--- config.mk ---
export PLATFORM = sky130hd
export DESIGN_NAME = coin_acceptor
export DESIGN_NICKNAME = d
export VERILOG_FILES = /design/src/rtl/coin_acceptor.sv
export SDC_FILE = /design/constraint.sdc
export NUM_CORES = 1
export LEC_CHECK = 0
export ABC_AREA = 0
export CORE_MARGIN = 5
export CORE_UTILIZATION = 62
export CTS_CLUSTER_SIZE = 40
export DETAILED_ROUTE_END_ITERATION = 8
export DONT_BUFFER_PORTS = 1
export GPL_TIMING_DRIVEN = 0
export PLACE_DENSITY = 0.8
export SETUP_SLACK_MARGIN = 0.5
export SYNTH_ARGS = -nofsm -noshare
export SYNTH_HDL_FRONTEND = slang
export SYNTH_SLANG_ARGS = --single-unit
--- constraint.sdc ---
create_clock -name clk -period 4.7 [get_ports clk]
set_input_delay 0.47 -clock clk [delete_from_list [all_inputs] [get_ports clk]]
set_output_delay 0.47 -clock clk [all_outputs]
set_load 0.02 [all_outputs]
--- src/rtl/coin_acceptor.sv ---
// coin_acceptor: front end of the vending machine. Synchronises and debounces
// the 5c/10c/25c coin sensors and the cancel button, detects presses and hands
// exactly one encoded event per press to the sale FSM as in[1:0] + confirm.
// Optional build macro COIN_TOTAL_EN adds a saturating 12-bit total_cents
// output accumulating the value of every confirmed coin.
//
// state | meaning
// IDLE  | waiting for a single debounced press
// EMIT  | confirm strobe cycle, in holds the event code
// LOCK  | lockout; presses are dropped with err until timer expires and all
//       | switches are released
module coin_acceptor #(
    parameter int DEBOUNCE_CYCLES = 4,
    parameter int LOCKOUT_CYCLES  = 3
) (
    input  logic       clk,
    input  logic       rst,
    input  logic       sw_5,
    input  logic       sw_10,
    input  logic       sw_25,
    input  logic       sw_cancel,
    output logic [1:0] in,
    output logic       confirm,
    output logic       err
`ifdef COIN_TOTAL_EN
    ,
    output logic [11:0] total_cents
`endif
);

    localparam logic [1:0] IDLE = 2'd0;
    localparam logic [1:0] EMIT = 2'd1;
    localparam logic [1:0] LOCK = 2'd2;

    localparam logic [3:0] DB_LAST   = 4'(DEBOUNCE_CYCLES - 1);
    localparam logic [3:0] LOCK_LOAD = 4'(LOCKOUT_CYCLES - 1);

    // Bit index equals the event code: 0=cancel, 1=5c, 2=10c, 3=25c.
    logic [3:0] raw;
    logic [3:0] sync1;
    logic [3:0] sync2;
    logic [3:0] cnt [4];
    logic [3:0] db;
    logic [3:0] db_d;
    logic [3:0] press;
    logic       multi;
    logic       single;
    logic [1:0] code;
    logic [1:0] state;
    logic [3:0] timer;

    assign raw = {sw_25, sw_10, sw_5, sw_cancel};

    // Two-flop synchroniser on every raw switch.
    always_ff @(posedge clk or posedge rst) begin
        if (rst) begin
            sync1 <= '0;
            sync2 <= '0;
        end else begin
            sync1 <= raw;
            sync2 <= sync1;
        end
    end

    // Per-input debounce: level flips only after DEBOUNCE_CYCLES consecutive
    // disagreeing synchronised samples; db_d keeps last cycle's level for edge detect.
    always_ff @(posedge clk or posedge rst) begin
        if (rst) begin
            for (int i = 0; i < 4; i++) cnt[i] <= '0;
            db   <= '0;
            db_d <= '0;
        end else begin
            db_d <= db;
            for (int i = 0; i < 4; i++) begin
                if (sync2[i] == db[i]) begin
                    cnt[i] <= '0;
                end else if (cnt[i] == DB_LAST) begin
                    db[i]  <= ~db[i];
                    cnt[i] <= '0;
                end else begin
                    cnt[i] <= cnt[i] + 4'd1;
                end
            end
        end
    end

    assign press  = db & ~db_d;
    assign multi  = |(press & (press - 4'd1));
    assign single = (|press) && !multi;

    // Encode the (single) pressed input as its event code.
    always_comb begin
        code = 2'd0;
        for (int i = 0; i < 4; i++) begin
            if (press[i]) code = 2'(i);
        end
    end

    // Event FSM: emit one press, then lock out until timer expiry and full release.
    always_ff @(posedge clk or posedge rst) begin
        if (rst) begin
            state   <= IDLE;
            in      <= 2'd0;
            confirm <= 1'b0;
            err     <= 1'b0;
            timer   <= '0;
        end else begin
            confirm <= 1'b0;
            err     <= 1'b0;
            case (state)
                IDLE: begin
                    if (single) begin
                        in      <= code;
                        confirm <= 1'b1;
                        state   <= EMIT;
                    end else if (multi) begin
                        err <= 1'b1;
                    end
                end
                EMIT: begin
                    timer <= LOCK_LOAD;
                    state <= LOCK;
                    if (|press) err <= 1'b1;
                end
                LOCK: begin
                    if (|press) err <= 1'b1;
                    if (timer != 4'd0) begin
                        timer <= timer - 4'd1;
                    end else if (db == 4'd0) begin
                        in    <= 2'd0;
                        state <= IDLE;
                    end
                end
                default: state <= IDLE;
            endcase
        end
    end

`ifdef COIN_TOTAL_EN
    logic [4:0]  coin_val;
    logic [12:0] sum;

    always_comb begin
        case (in)
            2'd1:    coin_val = 5'd5;
            2'd2:    coin_val = 5'd10;
            2'd3:    coin_val = 5'd25;
            default: coin_val = 5'd0;
        endcase
        sum = {1'b0, total_cents} + {8'd0, coin_val};
    end

    // Saturating accumulation of confirmed coin values.
    always_ff @(posedge clk or posedge rst) begin
        if (rst) begin
            total_cents <= '0;
        end else if (confirm) begin
            total_cents <= sum[12] ? 12'hFFF : sum[11:0];
        end
    end
`endif

endmodule

# After elaboration in Yosys (flattened, before gate mapping)
# Index checks and enable logic that the tools add are counted.
[word_totals]
wordCells = 89
output_inout_bits = 4
in_bits = 6
ff_bits = 42
[op_classes]
reduce_logical = 17
add_sub_neg = 6
n_bitwise = 11
mux = 25
n_eq_ne = 14
[ops]
columns = ["cell", "n"]
rows = [
  ["two-way mux 4 bit", 9],
  ["adder 4 x 1 -> 4 bit, second input constant", 4],
  ["equality test 4 x 2 -> 1 bit, second input constant", 4],
  ["two-way mux 2 bit", 6],
  ["AND reduction 2 bit", 5],
  ["AND 4 bit", 2],
  ["inequality test 2 bit, second input constant", 4],
  ["NOT 1 bit", 8],
  ["case mux 4 bit (2 select lines)", 1],
  ["OR reduction 4 bit", 2],
  ["subtractor 4 x 1 -> 4 bit, second input constant", 2],
  ["two-way mux 1 bit", 6],
  ["case mux 2 bit (3 select lines)", 1],
  ["equality test 1 bit", 4],
  ["zero test 4 bit", 1],
  ["NOT 4 bit", 1],
  ["case mux 2 bit (2 select lines)", 1],
  ["AND reduction 4 bit", 1],
  ["nonzero test 2 bit", 2],
  ["nonzero test 4 bit", 1],
  ["AND reduction 3 bit", 1],
  ["equality test 2 x 1 -> 1 bit, second input constant", 1],
  ["equality test 2 bit, second input constant", 1],
  ["zero test 2 bit", 1],
  ["other kinds (4)", 4],
]

# Logic depth before layout (Yosys ltp)
# Gate-level depths: netlist of the first run.
[depth]
depth_word = 9
mapped_depth = 7
depth_no_buf = 7

# Worst setup path before layout of the first run
# Ideal clock, no wire load.
[synth_timing]
path_type = "register to register"
startpoint = "register timer[0]"
endpoint = "register state[1]"
arrival_time_ps = 1580
period_less_slack_ps = 1704
path_slack_ps = 2996
path_stages_with_launch = 8
t_required_ps = 4575
cell_sequence = "dfrtp_1 -> inv_1 -> ha_1 -> inv_1 -> o31ai_2 -> nand2_1 -> a31oi_1 -> mux2_2"
[synth_via]
elab_chain_len = 3
[synth_lines]
columns = ["element", "line", "source"]
rows = [
  ["start: declaration", "50", "logic [3:0] timer;"],
  ["start signal: assignment", "128", "timer <= timer - 4'd1;"],
  ["nonzero test 4 bit", "127", "if (timer != 4'd0) begin"],
  ["inequality test 2 bit (no line)", "--", ""],
  ["AND reduction 3 bit (no line)", "--", ""],
  ["end signal: assignment", "122", "state <= LOCK;"],
  ["end signal: assignment", "131", "state <= IDLE;"],
  ["end signal: assignment", "134", "default: state <= IDLE;"],
  ["end: declaration", "49", "logic [1:0] state;"],
]
# Every way passes these cells.
# A chain may end at the register's enable or synchronous reset.

# Worst setup path in the final report of the first run
# Ends and elaborated chain as after synthesis.

==> results of run 1 <==
## routing by layer
| layer | global-route usage (%) | vias up |
|---|---|---|
| li1 | - | 532 |
| met1 | 17.2 | 572 |
| met2 | 26.8 | 15 |
| met3 | 5.53 | 7 |
| met4 | 7.65 | 0 |
| met5 | 0 | - |
## kinds of logic after synthesis
group                    after synthesis  synth area share, %
AND/OR/NAND/NOR                       53                 18.2
flip-flops                            42                 56.8
adder cells (fa/ha/maj)               10                 6.76
buffers and inverters                  9                 1.82
XOR/XNOR                              10                 5.14
AO/OA/AOI/OAI                         19                 7.70
multiplexers                           6                 3.65
## report_power, final
part / internal [mW] / switching [mW] / leakage, nW
clock network: 0.113 / 0.117 / 0.0456
registers: 0.464 / 0.0958 / 0.531
logic: 0.215 / 0.252 / 0.330
## final cells by class
type,count,area share (%)
Multi-Input combinational cell,98,38.9
Inverter,9,1.71
Clock inverter,3,2.22
Sequential cell,42,53.3
Tap cell,31,1.97
Clock buffer,5,1.90
## cells in the final DEF, fill, tap and decap left out, drive strengths merged
master / n
mux2: 6
a21oi: 6
nor2: 8
clkbuf: 5
nand3: 7
and2: 2
or4: 1
bufinv: 1
nand2: 4
nand2b: 6
nor3: 6
xor2: 6
and4: 2
a31oi: 2
nand3b: 3
o31ai: 1
ha: 10
o41ai: 1
xnor2: 4
o22a: 1
inv: 10
nor2b: 5
dfrtp: 42
nor4b: 1
clkinv: 1
and2b: 2
o211ai: 2
a221o: 2
o21ai: 4
nor3b: 5
and3b: 1
## sequential cells by signal, indices dropped and copies added (netlist names)
register,cells
sync2,4
timer,4
db_d,4
db,4
state,2
cnt,16
err,1
sync1,4
confirm,1
in,2
## synthesized netlist by cell type
cell type,count,share of area (%)
nor2_2,1,0.34
dfrtp_1,42,57
and2b_4,2,1.1
nor3_1,6,1.6
a31oi_1,1,0.34
nand2b_1,6,2.0
or4_1,1,0.41
ha_1,10,6.8
nand3_1,6,1.6
o22a_1,1,0.47
o41ai_1,1,0.47
nor2b_1,5,1.7
and4_1,2,0.95
and3b_1,1,0.47
a21oi_1,6,1.6
nand3b_1,3,1.2
o31ai_2,1,0.68
mux2_2,6,3.6
nor3b_1,5,2.0
nand3_2,1,0.54
a221o_1,2,1.1
o21ai_0,4,1.1
xor2_2,1,0.88
inv_1,9,1.8
and2_1,2,0.68
o211ai_1,2,0.81
nand2_1,4,0.81
nor2_1,7,1.4
nor4b_4,1,1.3
xor2_1,5,2.4
a31oi_4,1,1.1
xnor2_1,4,1.9
## path summary, 6_finish.rpt
kind / start / end / slack (ns)
min in group asynchronous: rst / cnt[15]$_DFF_PP0_ / 0.14
max in group asynchronous: rst / timer[0]$_DFFE_PP0P_ / 4.05
hold / removal: sw_25 / sync1[3]$_DFF_PP0_ / 0.13
setup reg to reg: timer[0]$_DFFE_PP0P_ / state[1]$_DFFE_PP0P_ / 2.77
hold reg to reg: sync1[0]$_DFF_PP0_ / sync2[0]$_DFF_PP0_ / 0.36
setup / recovery: timer[0]$_DFFE_PP0P_ / state[1]$_DFFE_PP0P_ / 2.77
## critical path, stage by stage, from the launching register on
cell and delay [ns]:
dfrtp_1 0.42, inv_1 0.09, ha_1 0.14, inv_1 0.04, o31ai_2 0.45, nand2_1 0.15
a31oi_1 0.21, mux2_2 0.35
## stage by stage
step	worst slack, ns	util, %	hold slack (ns)
CTS	2.79	70.3	0.111
global route	2.61	70.3	0.0897
detailed placement	2.81	67.4	0.338
global placement	2.87	67.4	0.332
finish	2.77	70.3	0.129
floorplan	3.00	-	0.331
==> results.json, run 1 <==
{
  "cts_resized": 0,
  "tns_ns": 0,
  "grt_pass1_wl_mm": 4.98,
  "finalMaxSlewViolations": 0,
  "rows": 19,
  "min_path_type": "in -> reg",
  "core-area_um2": 2810,
  "p_leak_nw": 0.907,
  "finClkSkew_ns": 0.00938,
  "gp_congestion": 0.747,
  "r2r_cells": 7,
  "diodes": 0,
  "track_usage_pct": 15.6,
  "period_share_pct": 41.1,
  "dieWidth_um": 64.7,
  "ant_nets": 0,
  "first_pass_iters": 4,
  "vdd_drop_max_mv": 0.403,
  "status": "finished clean",
  "post_dp_cell_area_um2": 1890,
  "io_buffers": 0,
  "insertion_delay_ns": 0.35,
  "start_kind": "flip-flop",
  "die_h_um": 64.7,
  "drt-wirelength-per-cell_um": 14.7,
  "yosysUniqueCellTypes": 32,
  "cp.required_ns": 4.95,
  "viasPerCell": 5.99,
  "grt-ovfl-total": 0,
  "dieArea_um2": 4180,
  "wl_met3_um": 94,
  "numClockSinks": 42,
  "timing_worst_slew_pin_value_ns": 0.815,
  "h-tree-depth": 2,
  "syn2layout_area_growth_pct": 6.49,
  "fillCellCount": 189,
  "start_util_pct": 66.0,
  "ys_warn_count": 0,
  "seq_area_um2": 1050,
  "synth_cells": 149,
  "ys_ff_latch": 42,
  "highest_layer": "met4",
  "cts_root_buf": "clkbuf_4",
  "layout-drive-gt1-share_pct": 14.6,
  "grt_max_degree": 43,
  "dp_cells": 180,
  "wl_met1_mm": 1.19,
  "fin_crit_ns": 1.93,
  "finalPower_mw": 1.26,
  "dp_hpwl_mm": 2.02,
  "relSlewSlack_pct": 45.6,
  "path_clk_slew_ns": 0.13,
  "crit_fanout": 8,
  "crit_arrival_ns": 2.19,
  "clock.fmax_mhz": 518,
  "syn_nets": 165,
  "hold_viol": 0,
  "path_class": "reg -> reg",
  "fin_area_um2": 1970,
  "min_path_cells": 0,
  "drt_iter0_drc": 49,
  "drc": 0,
  "vias": 1126,
  "endpoint_kind": "flip-flop",
  "cts_tree": "built",
  "synth.avg_cell_area_um2": 12.4,
  "numCtsBuffers": 5,
  "antenna_found_initial": 0,
  "setup_violations": 0,
  "syn_area_um2": 1850,
  "rsz0062_at_grt": "no",
  "max-clock-path-buffers": 2,
  "fin_nets": 172,
  "multi_input_area_um2": 767,
  "drt-total-wl_mm": 2.76,
  "holdBufCountCts": 0,
  "yosysSeqAreaShare_pct": 56.8,
  "layout.cells.non_filler": 188,
  "post-cts-setup-buffers": 0,
  "p_per_area_nw_per_um2": 637,
  "maxCapViolCount": 0,
  "grt_pass1_vias": 1184,
  "ios": 10,
  "detailroute.wirelength.met2_mm": 1.42
}
(Power assumes the default switching activity.)
==> run 2: changes to the inputs <==
--- a/config.mk
+++ b/config.mk
@@ -7,12 +7,12 @@
 export LEC_CHECK = 0
 export ABC_AREA = 0
 export CORE_MARGIN = 5
-export CORE_UTILIZATION = 62
+export CORE_UTILIZATION = 61
 export CTS_CLUSTER_SIZE = 40
 export DETAILED_ROUTE_END_ITERATION = 8
 export DONT_BUFFER_PORTS = 1
 export GPL_TIMING_DRIVEN = 0
-export PLACE_DENSITY = 0.8
+export PLACE_DENSITY = 0.79
 export SETUP_SLACK_MARGIN = 0.5
 export SYNTH_ARGS = -nofsm -noshare
 export SYNTH_HDL_FRONTEND = slang
==> constraint.sdc (replaced) <==
create_clock -name clk -period 2.01 [get_ports clk]
set_input_delay 0.201 -clock clk [delete_from_list [all_inputs] [get_ports clk]]
set_output_delay 0.201 -clock clk [all_outputs]
set_load 0.02 [all_outputs]
==> results.json, run 2 (same netlist as run 1, synthesis figures left out) <==
{
  "reg2reg_from": "db[2]$_DFFE_PP0P_",
  "p_per_area_nw_per_um2": 1530,
  "relSlewSlack_pct": 42.7,
  "ios": 10,
  "r2r_cells": 5,
  "r2r-end": "state[1]$_DFFE_PP0P_",
  "vdd_drop_max_mv": 0.642,
  "period_share_pct": 86.5,
  "fin_crit_ns": 1.74,
  "start_kind": "flip-flop",
  "finalMaxSlewViolations": 0,
  "syn2layout_area_growth_pct": 21.9,
  "seq_area_um2": 1050,
  "worstPathCellList": "and2b_4 -> nor4b_4 -> a31oi_4 -> a31oi_4 -> mux2_4",
  "diodes": 0,
  "min_to": "sync2[3]$_DFF_PP0_",
  "cp_slowest_cell": "dfrtp_1",
  "grt_pass1_vias": 1270,
  "drc": 0,
  "path_clk_slew_ns": 0.13,
  "cp_common_cell": "a31oi_4",
  "rsz0062_at_grt": "yes",
  "status": "finished clean",
  "crit_fanout": 5,
  "drt-total-wl_mm": 3.41,
  "cp.required_ns": 2.26,
  "start_util_pct": 62.2,
  "grt-ovfl-total": 0,
  "insertion_delay_ns": 0.35,
  "final_cell_mix": "dfrtp_1, buf_4, ha_1",
  "dieWidth_um": 65.1,
  "maxCapViolCount": 0,
  "setup_violations": 0,
  "layout_commonest_cell": "dfrtp_1",
  "critical_path_buf_inv_count": 0,
  "grt_pass1_wl_mm": 5.64,
  "top_register": "cnt",
  "largest_register_ffs": 16,
  "dieArea_um2": 4240,
  "core-area_um2": 2980,
  "multi_input_area_um2": 862,
  "numCtsBuffers": 5,
  "viasPerCell": 5.77,
  "drt-wirelength-per-cell_um": 16.0,
  "timing_worst_slew_pin_value_ns": 0.858,
  "cts_tree": "built",
  "grt_max_degree": 43,
  "min_path_type": "reg -> reg",
  "first_pass_iters": 6,
  "p_leak_nw": 1.03,
  "hold_viol": 0,
  "r2r_slack_ns": 0.27,
  "endpoint_kind": "flip-flop",
  "vias": 1228,
  "crit_arrival_ns": 1.99,
  "track_usage_pct": 17.9,
  "rows": 20,
  "antenna_found_initial": 0,
  "h-tree-depth": 2,
  "min_path_cells": 0,
  "hold_start": "sync1[3]$_DFF_PP0_",
  "cts_root_buf": "clkbuf_4",
  "utilization_pct": 75.8,
  "dp_hpwl_mm": 1.98,
  "io_buffers": 0,
  "gp_congestion": 0.799,
  "ant_nets": 0,
  "layout-drive-gt1-share_pct": 30.6,
  "cpPeakStageDelay_ns": 0.43,
  "die_h_um": 65.1,
  "max-clock-path-buffers": 2,
  "tns_ns": 0,
  "clock.fmax_mhz": 575,
  "path_class": "reg -> reg",
  "fin_nets": 195,
  "numClockSinks": 42,
  "fillCellCount": 187,
  "finClkSkew_ns": 0.0141,
  "cp_top_family": "simple AND/OR/NAND/NOR gates",
  "drt_iter0_drc": 57
}
[run 2: cell types whose count changed in the layout (fill, tap and decap cells not counted), moves of 2 or more]
cell           delta
ha_4              +2
ha_1              -2
dlygate4sd3_1     +5
buf_4            +17
inv_2             +4
inv_1             -4
[run 2: worst max path at each step]
| stage | cells past startpoint | end | slack [ns] | start |
|---|---|---|---|---|
| 3_3_place_gp | 4 | state[1]$_DFFE_PP0P_ | 0.25 | db[1]$_DFFE_PP0P_ |
| 5_1_grt | 5 | state[1]$_DFFE_PP0P_ | 0.22 | db[2]$_DFFE_PP0P_ |
| 3_5_place_dp | 7 | state[1]$_DFFE_PP0P_ | 0.25 | timer[0]$_DFFE_PP0P_ |
| 6_report | 5 | state[1]$_DFFE_PP0P_ | 0.27 | db[2]$_DFFE_PP0P_ |
| 4_1_cts | 5 | state[1]$_DFFE_PP0P_ | 0.30 | db[2]$_DFFE_PP0P_ |
| 2_1_floorplan | 7 | state[1]$_DFFE_PP0P_ | 0.40 | timer[0]$_DFFE_PP0P_ |
[run 2: cell type report]
class | count | area share [%]
clock buffer | 6 | 1.83
clock inverter | 2 | 1.66
inverter | 9 | 1.50
multi-input combinational | 98 | 38.2
sequential | 42 | 46.6
tap | 33 | 1.83
timing repair buffer | 23 | 8.37
[run 2: stage by stage]
step                instance area [um^2]  total power, mW  setup WS, ns  hold slack, ns  cells
global route                        2260             3.69         0.218           0.363    213
CTS                                 2160             3.19         0.301           0.371    207
finish                              2260             3.44         0.271           0.367    213
global placement                    1900             2.34         0.251           0.232    182
floorplan                           1860             2.19         0.398           0.232    149
detailed placement                  1900             2.43         0.252           0.232    182
[run 2: routing by layer]
metal / share of wire (%) / vias to the layer above / global-route usage (%)
met2: 53 / 21 / 31.5
met1: 41 / 617 / 19.1
li1: - / 580 / -
met3: 3.4 / 10 / 5.64
met4: 2.8 / 0 / 9.33
met5: 0 / - / 0
[run 2: report_power, final]
group | total (mW) | switching [mW] | leakage, nW | internal (mW)
Clock | 0.534 | 0.272 | 0.0385 | 0.262
Combinational | 1.58 | 0.779 | 0.456 | 0.801
Sequential | 1.33 | 0.242 | 0.530 | 1.09
[run 2: timing repair]
action	CTS	global route
setup buffers	12	6
hold buffers	5	0
endpoints found under the setup margin	6	7
hold endpoints to repair	46	0
gates resized for setup	9	12
pin swaps	3	6
==> run 3: changes to the inputs <==
--- a/config.mk
+++ b/config.mk
@@ -6,11 +6,13 @@
 export NUM_CORES = 1
 export LEC_CHECK = 0
 export ABC_AREA = 0
+export CORE_ASPECT_RATIO = 1.4
 export CORE_MARGIN = 5
 export CORE_UTILIZATION = 61
 export CTS_CLUSTER_SIZE = 40
 export DETAILED_ROUTE_END_ITERATION = 8
 export DONT_BUFFER_PORTS = 1
+export GPL_ROUTABILITY_DRIVEN = 1
 export GPL_TIMING_DRIVEN = 0
 export PLACE_DENSITY = 0.79
 export SETUP_SLACK_MARGIN = 0.5
==> constraint.sdc (replaced) <==
create_clock -name clk -period 2.01 [get_ports clk]
set_input_delay 0.402 -clock clk [delete_from_list [all_inputs] [get_ports clk]]
set_output_delay 0.402 -clock clk [all_outputs]
set_load 0.02 [all_outputs]
==> results.json, run 3 (same netlist as run 1, synthesis figures left out) <==
{
  "maxCapViolCount": 0,
  "ant_nets": 0,
  "cts_root_buf": "clkbuf_8",
  "endpoint_kind": "flip-flop",
  "grt_max_degree": 43,
  "final_cell_mix": "dfrtp_1, buf_4, ha_1",
  "insertion_delay_ns": 0.29,
  "setup_violations": 0,
  "largest_register_ffs": 16,
  "drt-wirelength-per-cell_um": 15.4,
  "dieArea_um2": 4250,
  "cts_tree": "built",
  "utilization_pct": 75.2,
  "grt_pass1_vias": 1219,
  "io_buffers": 0,
  "finClkSkew_ns": 0.00257,
  "grt-ovfl-total": 0,
  "top_register": "cnt",
  "relSlewSlack_pct": 45.6,
  "rsz0062_at_grt": "yes",
  "core-area_um2": 2910,
  "die_h_um": 75.2,
  "drc": 0,
  "cp.required_ns": 2.18,
  "p_leak_nw": 0.995,
  "drt_iter0_drc": 29,
  "max-clock-path-buffers": 2,
  "dieWidth_um": 56.6,
  "fin_crit_ns": 1.72,
  "status": "finished clean",
  "p_per_area_nw_per_um2": 1510,
  "start_kind": "flip-flop",
  "path_clk_slew_ns": 0.07,
  "syn2layout_area_growth_pct": 18.0,
  "start_util_pct": 63.7,
  "viasPerCell": 5.74,
  "path_class": "reg -> reg",
  "timing_worst_slew_pin_value_ns": 0.814,
  "ios": 10,
  "period_share_pct": 85.8,
  "vias": 1200,
  "min_path_type": "in -> reg",
  "layout_commonest_cell": "dfrtp_1",
  "antenna_found_initial": 0,
  "dp_hpwl_mm": 1.98,
  "hold_viol": 0,
  "vdd_drop_max_mv": 0.819,
  "fin_nets": 189,
  "finalMaxSlewViolations": 0,
  "crit_fanout": 3,
  "numCtsBuffers": 5,
  "diodes": 0,
  "tns_ns": 0,
  "drt-total-wl_mm": 3.21,
  "h-tree-depth": 2,
  "numClockSinks": 42,
  "gp_congestion": 0.754,
  "layout-drive-gt1-share_pct": 29.1,
  "track_usage_pct": 17.3,
  "rows": 23,
  "grt_pass1_wl_mm": 5.48,
  "crit_arrival_ns": 1.90,
  "clock.fmax_mhz": 580,
  "fillCellCount": 172,
  "first_pass_iters": 4
}
run 3: cell count changes in the layout (fill, tap and decap cells not counted), moves of 2 or more:
cell | previous run | this run
clkbuf_8 | 0 | 6
clkbuf_4 | 5 | 0
dlygate4sd3_1 | 5 | 0
buf_4 | 17 | 15
run 3: timing repair:
| action | CTS | global route |
|---|---|---|
| hold buffers | 0 | 0 |
| pin swaps | 5 | 4 |
| gates resized for setup | 13 | 4 |
| hold endpoints to repair | 0 | 0 |
| setup endpoints to repair | 5 | 7 |
| setup buffers | 14 | 3 |
run 3: stage by stage:
step / power [mW] / hold slack (ns) / setup WS (ns) / area, um^2 / cells
floorplan: 2.19 / 0.331 / 0.398 / 1860 / 149
global placement: 2.34 / 0.332 / 0.268 / 1910 / 186
detailed placement: 2.43 / 0.336 / 0.255 / 1910 / 186
CTS: 3.20 / 0.125 / 0.354 / 2140 / 206
global route: 3.55 / 0.116 / 0.217 / 2190 / 209
finish: 3.31 / 0.141 / 0.285 / 2190 / 209
run 3: worst paths after layout:
path	startpoint	to	slack (ns)	cells past startpoint
worst min-delay path	sw_cancel	sync1[0]$_DFF_PP0_	0.14	0
min in group asynchronous	rst	cnt[1]$_DFF_PP0_	0.15	1
worst min register to register	sync1[1]$_DFF_PP0_	sync2[1]$_DFF_PP0_	0.35	0
worst max-delay path	db[0]$_DFFE_PP0P_	state[1]$_DFFE_PP0P_	0.29	5
worst max register to register	db[0]$_DFFE_PP0P_	state[1]$_DFFE_PP0P_	0.29	5
max in group asynchronous	rst	db[3]$_DFFE_PP0P_	1.30	1
run 3: layer usage:
metal / track usage, % / wire length, um / vias to the layer above
li1: - / - / 565
met1: 17.5 / 1240 / 588
met2: 30.7 / 1700 / 30
met3: 5.66 / 128 / 17
met4: 10.8 / 138 / 0
met5: 0 / 0 / -
run 3: cell type report:
cell class                      count  area (um^2)  area share (%)
Timing Repair Buffer               17          135            6.18
Tap cell                           37         46.3            2.12
Inverter                            9         33.8            1.55
Multi-Input combinational cell     98          836            38.2
Sequential cell                    42         1050            48.1
Clock buffer                        6         82.6            3.78
run 3: power breakdown:
part / internal, mW / switching [mW] / total (mW)
Clock: 0.264 / 0.250 / 0.514
Sequential: 1.09 / 0.232 / 1.32
Combinational: 0.735 / 0.739 / 1.47
Total: 2.09 / 1.22 / 3.31
run 3: worst max-delay path, cell delays in order, from the launching register on:
cell and delay (ns):
dfrtp_1 0.41, buf_6 0.14, o41ai_4 0.37, nand2_1 0.13, a31oi_1 0.19, mux2_2 0.36
==> edit, RTL diff (flow settings as in run 3) <==
The option `COIN_TOTAL_EN` is turned on by a define.
--- a/src/rtl/coin_acceptor.sv
+++ b/src/rtl/coin_acceptor.sv
@@ -9,6 +9,8 @@
 // EMIT  | confirm strobe cycle, in holds the event code
 // LOCK  | lockout; presses are dropped with err until timer expires and all
 //       | switches are released
+`define COIN_TOTAL_EN
+
 module coin_acceptor #(
     parameter int DEBOUNCE_CYCLES = 4,
     parameter int LOCKOUT_CYCLES  = 3
Check against the original RTL (old outputs only; new: total_cents): equivalent (Yosys induction, for registers that start in step).
==> edit against run 3 <==
  * The flow now finishes with violations (setup timing)
  * Worst setup slack worse by 0.38 ns
  * Routed wire length is 49% higher
  * Synthesized area is 39% higher
  * Count of clock-buffer cells in the layout is 1 higher
  * Combinational power is 61% higher
  * Sequential cell count is 12 higher
  * Global-route usage is 1.6 points higher
  * Sequential power is 36% higher
  * Cell area is 43% higher
  * Power is 44% higher
  * Die area is 32% higher
  * Critical path type unchanged
  * Critical endpoint is now total_cents[9]
==> edit: results <==
group,metric,value,unit
final_layout,nNetsFinal,282,
placed_design,dp_hpwl,2.88,mm
worst_setup_path,r2r_end,"total_cents[9]",
final_layout,drive_gt1_share,32.6,%
run_status,failed_checks,"setup timing",
run_status,status,"finished, violations left",
min_path,min_from,"sw_10",
synthesis,synth_commonest_cells,"dfrtp_1 (54), ha_1 (15), inv_1 (13), nor2_1 (13)",
worst_setup_path,arrival,2.31,ns
worst_setup_path,cp_max_fo,4,
global_route,use_met1,20.1,%
sta,skew,0.0165,ns
sta,setup_viol,4,
final_layout,seq_share,43.3,%
final_layout,nNonClkBuffers,28,
min_path,whs_endpoint,"sync1[2]",
global_route,grt_max_degree,55,
final_layout,multi_input_area,0.00133,sq mm
final_layout,clkCellAreaFrac,2.92,%
synthesis,synthTopCellsByArea,"dfrtp_1 (53%), ha_1 (7.3%), mux2_2 (2.6%)",
final_layout,nFillCells,257,
global_route,grt.met3_usage,3.76,%
global_route,grt_pass1_wl,8.23,mm
sta,layout_setup_ws,-0.0992,ns
clocking,cts.reportedPaths.clkPinSlew,0.10,ns
global_route,grt_use_met2,36.1,%
global_route,grt_use_total,18.8,%
power,ir_drop,0.811,mV
synthesis,ys_seq_area_share,52.6,%
synthesis,synth_nets,250,
worst_setup_path,reg2reg_depth,9,
-- edit: changes by cell type after synthesis, moves of 5 or more --
cell,before,now
nand3_1,6,12
nor2_1,7,13
o21ai_0,4,10
dfrtp_1,42,54
nand2_1,4,12
ha_1,10,15
-- edit: through the flow --
stage | instance area, sq um | setup slack (ns) | utilization [%] | cells
6_report | 3130 | -0.0992 | 75.1 | 306
5_1_grt | 3130 | -0.164 | 75.1 | 306
4_1_cts | 3040 | -0.0846 | 72.8 | 301
3_5_place_dp | 2680 | -0.213 | 64.4 | 273
3_3_place_gp | 2680 | -0.197 | 64.4 | 273
2_1_floorplan | 2630 | -0.0400 | - | 228
-- edit: cells by family after synthesis --
logic type	share of synthesized area (%)
and+or+nand+nor	17.9
DFF	52.6
AOI/OAI and AO/OA	9.93
adders and majority gates	8.47
buffers and inverters	2.34
xor gates and xnor gates	4.09
muxes	4.77
